<file path="config.mk">
export PLATFORM = sky130hd
export DESIGN_NAME = clk_copy_arbiter
export DESIGN_NICKNAME = d
export VERILOG_FILES = /design/src/rtl/clk_copy_pkg.sv /design/src/rtl/clk_copy_arbiter_rr_pick.sv /design/src/rtl/clk_copy_arbiter.sv
export SDC_FILE = /design/constraint.sdc
export NUM_CORES = 1
export LEC_CHECK = 0
export ABC_AREA = 1
export CORE_MARGIN = 2
export CORE_UTILIZATION = 29
export DETAILED_ROUTE_END_ITERATION = 7
export PLACE_DENSITY = 0.51
export REMOVE_ABC_BUFFERS = 1
export SLEW_MARGIN = 20
export SYNTH_ARGS = -nofsm -noshare
export SYNTH_HDL_FRONTEND = slang
export SYNTH_SLANG_ARGS = --single-unit
</file>
<file path="constraint.sdc">
create_clock -name clk -period 1.3 [get_ports clk]
set_input_delay 0.26 -clock clk [delete_from_list [all_inputs] [get_ports clk]]
set_output_delay 0.26 -clock clk [all_outputs]
set_load 0.02 [all_outputs]
</file>
<file path="src/rtl/clk_copy_pkg.sv">
// -----------------------------------------------------------------------------
// clk_copy_pkg
// Shared definitions for the clk_copy arbiter:
//   - state_t     : arbiter FSM encoding (IDLE / RUN / GUARD)
//   - DEF_*       : default parameter values for clk_copy_arbiter
//   - MAX_NREQ    : widest requester vector supported by onehot()
//   - onehot(idx) : index -> one-hot vector (MAX_NREQ bits, caller truncates)
// -----------------------------------------------------------------------------
package clk_copy_pkg;

  typedef enum logic [1:0] {
    ST_IDLE  = 2'd0,
    ST_RUN   = 2'd1,
    ST_GUARD = 2'd2
  } state_t;

  localparam int MAX_NREQ       = 16;
  localparam int DEF_NREQ       = 4;
  localparam int DEF_MIN_ON     = 4;
  localparam int DEF_GUARD      = 2;
  localparam int DEF_TMO_CYCLES = 64;

  function automatic logic [MAX_NREQ-1:0] onehot(input logic [3:0] idx);
    logic [MAX_NREQ-1:0] vec;
    vec      = '0;
    vec[idx] = 1'b1;
    return vec;
  endfunction

endpackage

</file>
<file path="src/rtl/clk_copy_arbiter_rr_pick.sv">
// -----------------------------------------------------------------------------
// rr_pick
// Combinational round-robin picker, shared by the resource arbiters.
// Returns the first set request bit at or after ptr, wrapping NREQ-1 -> 0.
// Ports:
//   req   [NREQ] in   request vector
//   ptr   [PW]   in   round-robin start index (must be < NREQ)
//   valid        out  at least one request is set
//   idx   [PW]   out  winning index (0 when valid is low)
// -----------------------------------------------------------------------------
module rr_pick
  import clk_copy_pkg::*;
#(
  parameter int NREQ = DEF_NREQ,
  parameter int PW   = $clog2(NREQ)
) (
  input  logic [NREQ-1:0] req,
  input  logic [PW-1:0]   ptr,
  output logic            valid,
  output logic [PW-1:0]   idx
);

  logic [NREQ-1:0] rot;
  int              sum;

  always_comb begin
    valid = 1'b0;
    idx   = '0;
    sum   = 0;
    // Rotate so that bit 0 of rot is req[ptr]; bit i is req[(ptr+i) % NREQ].
    rot   = NREQ'({req, req} >> ptr);
    for (int i = 0; i < NREQ; i++) begin
      if (!valid && rot[i]) begin
        valid = 1'b1;
        sum   = int'(ptr) + i;
        if (sum >= NREQ) sum = sum - NREQ;
        idx   = PW'(sum);
      end
    end
  end

endmodule

</file>
<file path="src/rtl/clk_copy_arbiter.sv">
// -----------------------------------------------------------------------------
// clk_copy_arbiter
// Shares one clk_copy instance between NREQ requesters using a level req/gnt
// handshake. copy_en is a registered signal so the copy starts and stops on
// clk edges. Each grant lasts at least MIN_ON cycles, consecutive owners are
// separated by exactly GUARD dead cycles, and the next owner is chosen
// round-robin starting after the previous owner.
//
// Optional feature macro: CLK_COPY_ARB_TMO_EN
//   defined   : a grant is forcibly released after TMO_CYCLES copy_en cycles,
//               tmo pulses for one cycle (the first dead cycle)
//   undefined : no time limit, tmo is constant 0
//
// Ports:
//   clk      in   system clock, all state on posedge
//   rst      in   asynchronous active-high reset
//   req      in   [NREQ] level request per requester
//   gnt      out  [NREQ] one-hot grant, zero when nobody owns the copy
//   owner    out  [$clog2(NREQ)] current/last owner index
//   copy_en  out  copy enable, high only while a grant is active
//   busy     out  high whenever the arbiter is not idle
//   tmo      out  one-cycle pulse on forced release
// -----------------------------------------------------------------------------
module clk_copy_arbiter
  import clk_copy_pkg::*;
#(
  parameter int NREQ       = DEF_NREQ,
  parameter int MIN_ON     = DEF_MIN_ON,
  parameter int GUARD      = DEF_GUARD,
  parameter int TMO_CYCLES = DEF_TMO_CYCLES
) (
  input  logic                    clk,
  input  logic                    rst,
  input  logic [NREQ-1:0]         req,
  output logic [NREQ-1:0]         gnt,
  output logic [$clog2(NREQ)-1:0] owner,
  output logic                    copy_en,
  output logic                    busy,
  output logic                    tmo
);

  localparam int PW = $clog2(NREQ);

`ifdef CLK_COPY_ARB_TMO_EN
  localparam bit TMO_EN = 1'b1;
`else
  localparam bit TMO_EN = 1'b0;
`endif

  // on_cnt only has to count as far as the largest value it is compared with.
  localparam int ON_MAX = TMO_EN ? TMO_CYCLES : MIN_ON;
  localparam int ON_W   = $clog2(ON_MAX + 1);
  localparam int GW     = $clog2(GUARD + 1);

  localparam logic [ON_W-1:0] MIN_ON_C = ON_W'(MIN_ON);
  localparam logic [ON_W-1:0] ON_MAX_C = ON_W'(ON_MAX);
  localparam logic [GW-1:0]   GUARD_C  = GW'(GUARD);
  localparam logic [PW-1:0]   LAST_IDX = PW'(NREQ - 1);

  state_t            state_q,     state_d;
  logic [ON_W-1:0]   on_cnt_q,    on_cnt_d;
  logic [GW-1:0]     guard_cnt_q, guard_cnt_d;
  logic [PW-1:0]     rr_ptr_q,    rr_ptr_d;
  logic [NREQ-1:0]   gnt_q,       gnt_d;
  logic [PW-1:0]     owner_q,     owner_d;
  logic              copy_en_q,   copy_en_d;
  logic              tmo_q,       tmo_d;

  logic              pick_valid;
  logic [PW-1:0]     pick_idx;
  logic              tmo_hit;
  logic              grant_now;

  rr_pick #(
    .NREQ (NREQ),
    .PW   (PW)
  ) u_rr_pick (
    .req   (req),
    .ptr   (rr_ptr_q),
    .valid (pick_valid),
    .idx   (pick_idx)
  );

`ifdef CLK_COPY_ARB_TMO_EN
  // on_cnt saturates at TMO_CYCLES, so equality marks the last allowed cycle.
  assign tmo_hit = (on_cnt_q == ON_MAX_C);
`else
  assign tmo_hit = 1'b0;
`endif

  always_comb begin
    // NOTE: every signal written here gets a default first; a path that
    // leaves one unassigned would infer a latch.
    state_d     = state_q;
    on_cnt_d    = on_cnt_q;
    guard_cnt_d = guard_cnt_q;
    rr_ptr_d    = rr_ptr_q;
    gnt_d       = gnt_q;
    owner_d     = owner_q;
    copy_en_d   = copy_en_q;
    tmo_d       = 1'b0;
    grant_now   = 1'b0;

    unique case (state_q)
      ST_IDLE: begin
        grant_now = pick_valid;
      end

      ST_RUN: begin
        if (on_cnt_q != ON_MAX_C) on_cnt_d = on_cnt_q + ON_W'(1);
        // A dropped req inside the MIN_ON window is simply not looked at,
        // so a drop-and-reraise behaves like a held request.
        if (tmo_hit || (!req[owner_q] && on_cnt_q >= MIN_ON_C)) begin
          state_d     = ST_GUARD;
          gnt_d       = '0;
          copy_en_d   = 1'b0;
          guard_cnt_d = GW'(1);
          rr_ptr_d    = (owner_q == LAST_IDX) ? '0 : owner_q + PW'(1);
          // Only flag a timeout when the owner still wanted the copy.
          tmo_d       = tmo_hit & req[owner_q];
        end
      end

      ST_GUARD: begin
        // Arbitrate in the last dead cycle so the gap is exactly GUARD cycles.
        if (guard_cnt_q == GUARD_C) begin
          grant_now = pick_valid;
          if (!pick_valid) state_d = ST_IDLE;
        end else begin
          guard_cnt_d = guard_cnt_q + GW'(1);
        end
      end

      default: begin
        state_d = ST_IDLE;
      end
    endcase

    if (grant_now) begin
      state_d   = ST_RUN;
      gnt_d     = NREQ'(onehot(4'(pick_idx)));
      owner_d   = pick_idx;
      copy_en_d = 1'b1;
      on_cnt_d  = ON_W'(1);
    end
  end

  // NOTE: asynchronous reset clears gnt/copy_en immediately, without waiting
  // for a clock edge, so a reset in the middle of a grant stops the copy at once.
  always_ff @(posedge clk or posedge rst) begin
    if (rst) begin
      state_q     <= ST_IDLE;
      on_cnt_q    <= '0;
      guard_cnt_q <= '0;
      rr_ptr_q    <= '0;
      gnt_q       <= '0;
      owner_q     <= '0;
      copy_en_q   <= 1'b0;
      tmo_q       <= 1'b0;
    end else begin
      // NOTE: non-blocking assignments so every register samples the values
      // from before this edge, independent of statement order.
      state_q     <= state_d;
      on_cnt_q    <= on_cnt_d;
      guard_cnt_q <= guard_cnt_d;
      rr_ptr_q    <= rr_ptr_d;
      gnt_q       <= gnt_d;
      owner_q     <= owner_d;
      copy_en_q   <= copy_en_d;
      tmo_q       <= tmo_d;
    end
  end

  assign gnt     = gnt_q;
  assign owner   = owner_q;
  assign copy_en = copy_en_q;
  assign busy    = (state_q != ST_IDLE);
  assign tmo     = tmo_q;

endmodule
</file>
==> flow_summary.ini <==
[run_status]
run_status = finished with violations
violations = setup timing

[placed_design]
pre_cts_slack_ns = -0.616
placed_cell_area_um2 = 1350
port_buffers = 13
dp_hpwl_um = 1830
gp_congestion = 0.736

[run]
maxCapViolCount = 0

[finish]
n_antenna_cell = 0
fin_area_um2 = 1520
final_util = 0.422
final_nets = 194
area_growth_pct = 42.8
drive_gt1_frac = 0.339
final_common_cell = nand2_1
n_fill_cell = 368
final_cell_mix = nand2_1, buf_4, inv_1

[worst_setup_path]
path_class = flip-flop to flip-flop
cp_max_fo = 8
cp.arrival_ns = 1.68
startpoint = rr_ptr_q[0]
regToRegSetupSlack_ns = -0.24
cp.required_ns = 1.44
cp-end-kind = flip-flop
r2r_start = rr_ptr_q[0]
critPathLaunchType = flip-flop
worstReg2RegEnd = owner[0]
worstRegToRegCells = 11
worstSetupEndpoint = owner[0]

[routing]
wl_per_cell_um = 10.7
firstDrtPassIters = 4
drc = 0
wl_um = 2460
routed_via_density = 4.42
drt_iter0_markers = 16
ant_nets = 0
vias = 1022

[hold_path]
hold_path_class = input port to async pin

[clock_network]
htreeDepth = 1
cts_tree = done
insertion_delay_ns = 0.25
root_buffer = clkbuf_8
cts_hold_buffers = 0
cts_buffer_depth = 2
cts-buffers-inserted = 3
clkTransAtPathRegs_ns = 0.06
cts_sinks = 16

[floorplan]
rows = 22
dieArea_um2 = 4170
start_util = 0.295
die_height_um = 64.6
fp.coreArea_um2 = 3610
die_w_um = 64.6
num_io_pins = 15

[timing]
fin_crit_ns = 1.54
rsz0062_at_grt = true
min_period_over_period = 1.18
fin_ws_ns = -0.238
hold_ws_ns = 0.307
finClkSkew_ns = 0.00264
finalSetupViolCount = 11
finalMaxSlewViolations = 0
hold_viol_final = 0
max_freq_mhz = 650

[logic_synthesis]
synthDistinctLibCells = 24
syn_area_per_cell_um2 = 7.34
synth_seq_area_share = 0.376
yosysWarnings = 0
ys_ff_latch = 16
netlist_instances = 145
syn_area_um2 = 1060

[grt]
grt_max_degree = 17
grtUsageTotal = 0.132
grt_overflow = 0
grt_antenna_before_repair = 0
grt_pass1_vias = 1023
grt_pass1_wl_um = 4360

[pwr]
peakVddDrop_mv = 0.928
leakage_nw = 0.832
report.power.total_mw = 3.80
powerDensity_nw_per_um2 = 2500
-- final cells by class --
| type | count | area [um^2] | area share |
|---|---|---|---|
| inverters | 22 | 85.1 | 0.0560 |
| flip-flops and latches | 16 | 404 | 0.266 |
| clock buffers | 4 | 55.1 | 0.0362 |
| repair buffers | 38 | 309 | 0.203 |
| multi-input cells | 103 | 607 | 0.399 |
| well taps | 48 | 60.1 | 0.0395 |
-- registers in the layout, indices dropped and copies added, names as in the netlist --
name,flops
copy_en,1
rr_ptr_q,2
guard_cnt_q,2
on_cnt_q,3
state_q,2
gnt,4
owner,2
-- kinds of logic (layout without fill, tap and decap cells) --
kind of cell | Yosys count | in the layout | share of synthesized area
flops | 16 | 16 | 0.376
xor+xnor | 2 | 2 | 0.0165
fa+ha+maj | 4 | 4 | 0.0470
compound gates | 13 | 13 | 0.0658
simple gates | 83 | 83 | 0.378
other cells | 1 | 1 | 0.00352
buf+inv | 26 | 64 | 0.113
-- stage by stage --
stage               instances  TNS, ns
floorplan                 141    -1.59
global placement          219    -7.11
detailed placement        219    -7.69
CTS                       228    -2.34
global route              231    -3.79
finish                    231    -2.16
-- critical path, stage by stage, from the launching register on --
cell and delay, ns:
dfrtp_2 0.47, inv_4 0.11, nand2_2 0.06, nand2_2 0.07
nand2_2 0.06, nand2_4 0.08, nor2_4 0.04, nand3b_1 0.14
nand2_4 0.11, buf_4 0.15, nand2_1 0.07, o21ai_2 0.06
-- synthesized netlist by cell type (all sizes together) --
cell type | count | area (um^2)
nand2 | 50 | 225
buf | 4 | 35.0
a21oi | 7 | 35.0
nand3 | 15 | 90.1
conb | 1 | 3.75
ha | 4 | 50.1
inv | 22 | 85.1
o21ai | 4 | 20.0
nand3b | 1 | 7.51
o31ai | 2 | 15.0
nor3 | 1 | 5.00
nor2 | 13 | 56.3
nand4 | 3 | 18.8
dfrtp | 16 | 400
xor2 | 2 | 17.5
-- timing repair --
item | CTS | global route
gates resized for setup | 22 | 16
setup endpoints to repair | 23 | 17
buffers inserted | 5 | 3
pin swaps | 5 | 4
-- routing by layer --
metal  global-route usage  part of all wire  up-vias
met5                    0                 0        -
met4               0.0532             0.011        0
met3               0.0208             0.025        4
met2                0.242              0.52       16
met1                0.153              0.44      475
li1                     -                 -      527
-- where the power goes --
group / total, mW / switching, mW / leakage, nW / internal (mW)
combinational: 2.44 / 1.35 / 0.612 / 1.09
sequential: 0.919 / 0.198 / 0.191 / 0.720
clock: 0.445 / 0.176 / 0.0288 / 0.269
-- worst min-delay path by stage --
| stage | start | to | slack (ns) | cells past startpoint |
|---|---|---|---|---|
| 6_report | rst | guard_cnt_q[0] | 0.31 | 3 |
| 5_1_grt | rst | on_cnt_q[2] | 0.35 | 3 |
| 4_1_cts | rst | guard_cnt_q[0] | 0.32 | 3 |
| 3_5_place_dp | copy_en | copy_en | 0.47 | 2 |
| 3_3_place_gp | copy_en | copy_en | 0.49 | 2 |
| 2_1_floorplan | rst | copy_en | 0.17 | 1 |
(Power assumes the default switching activity.)
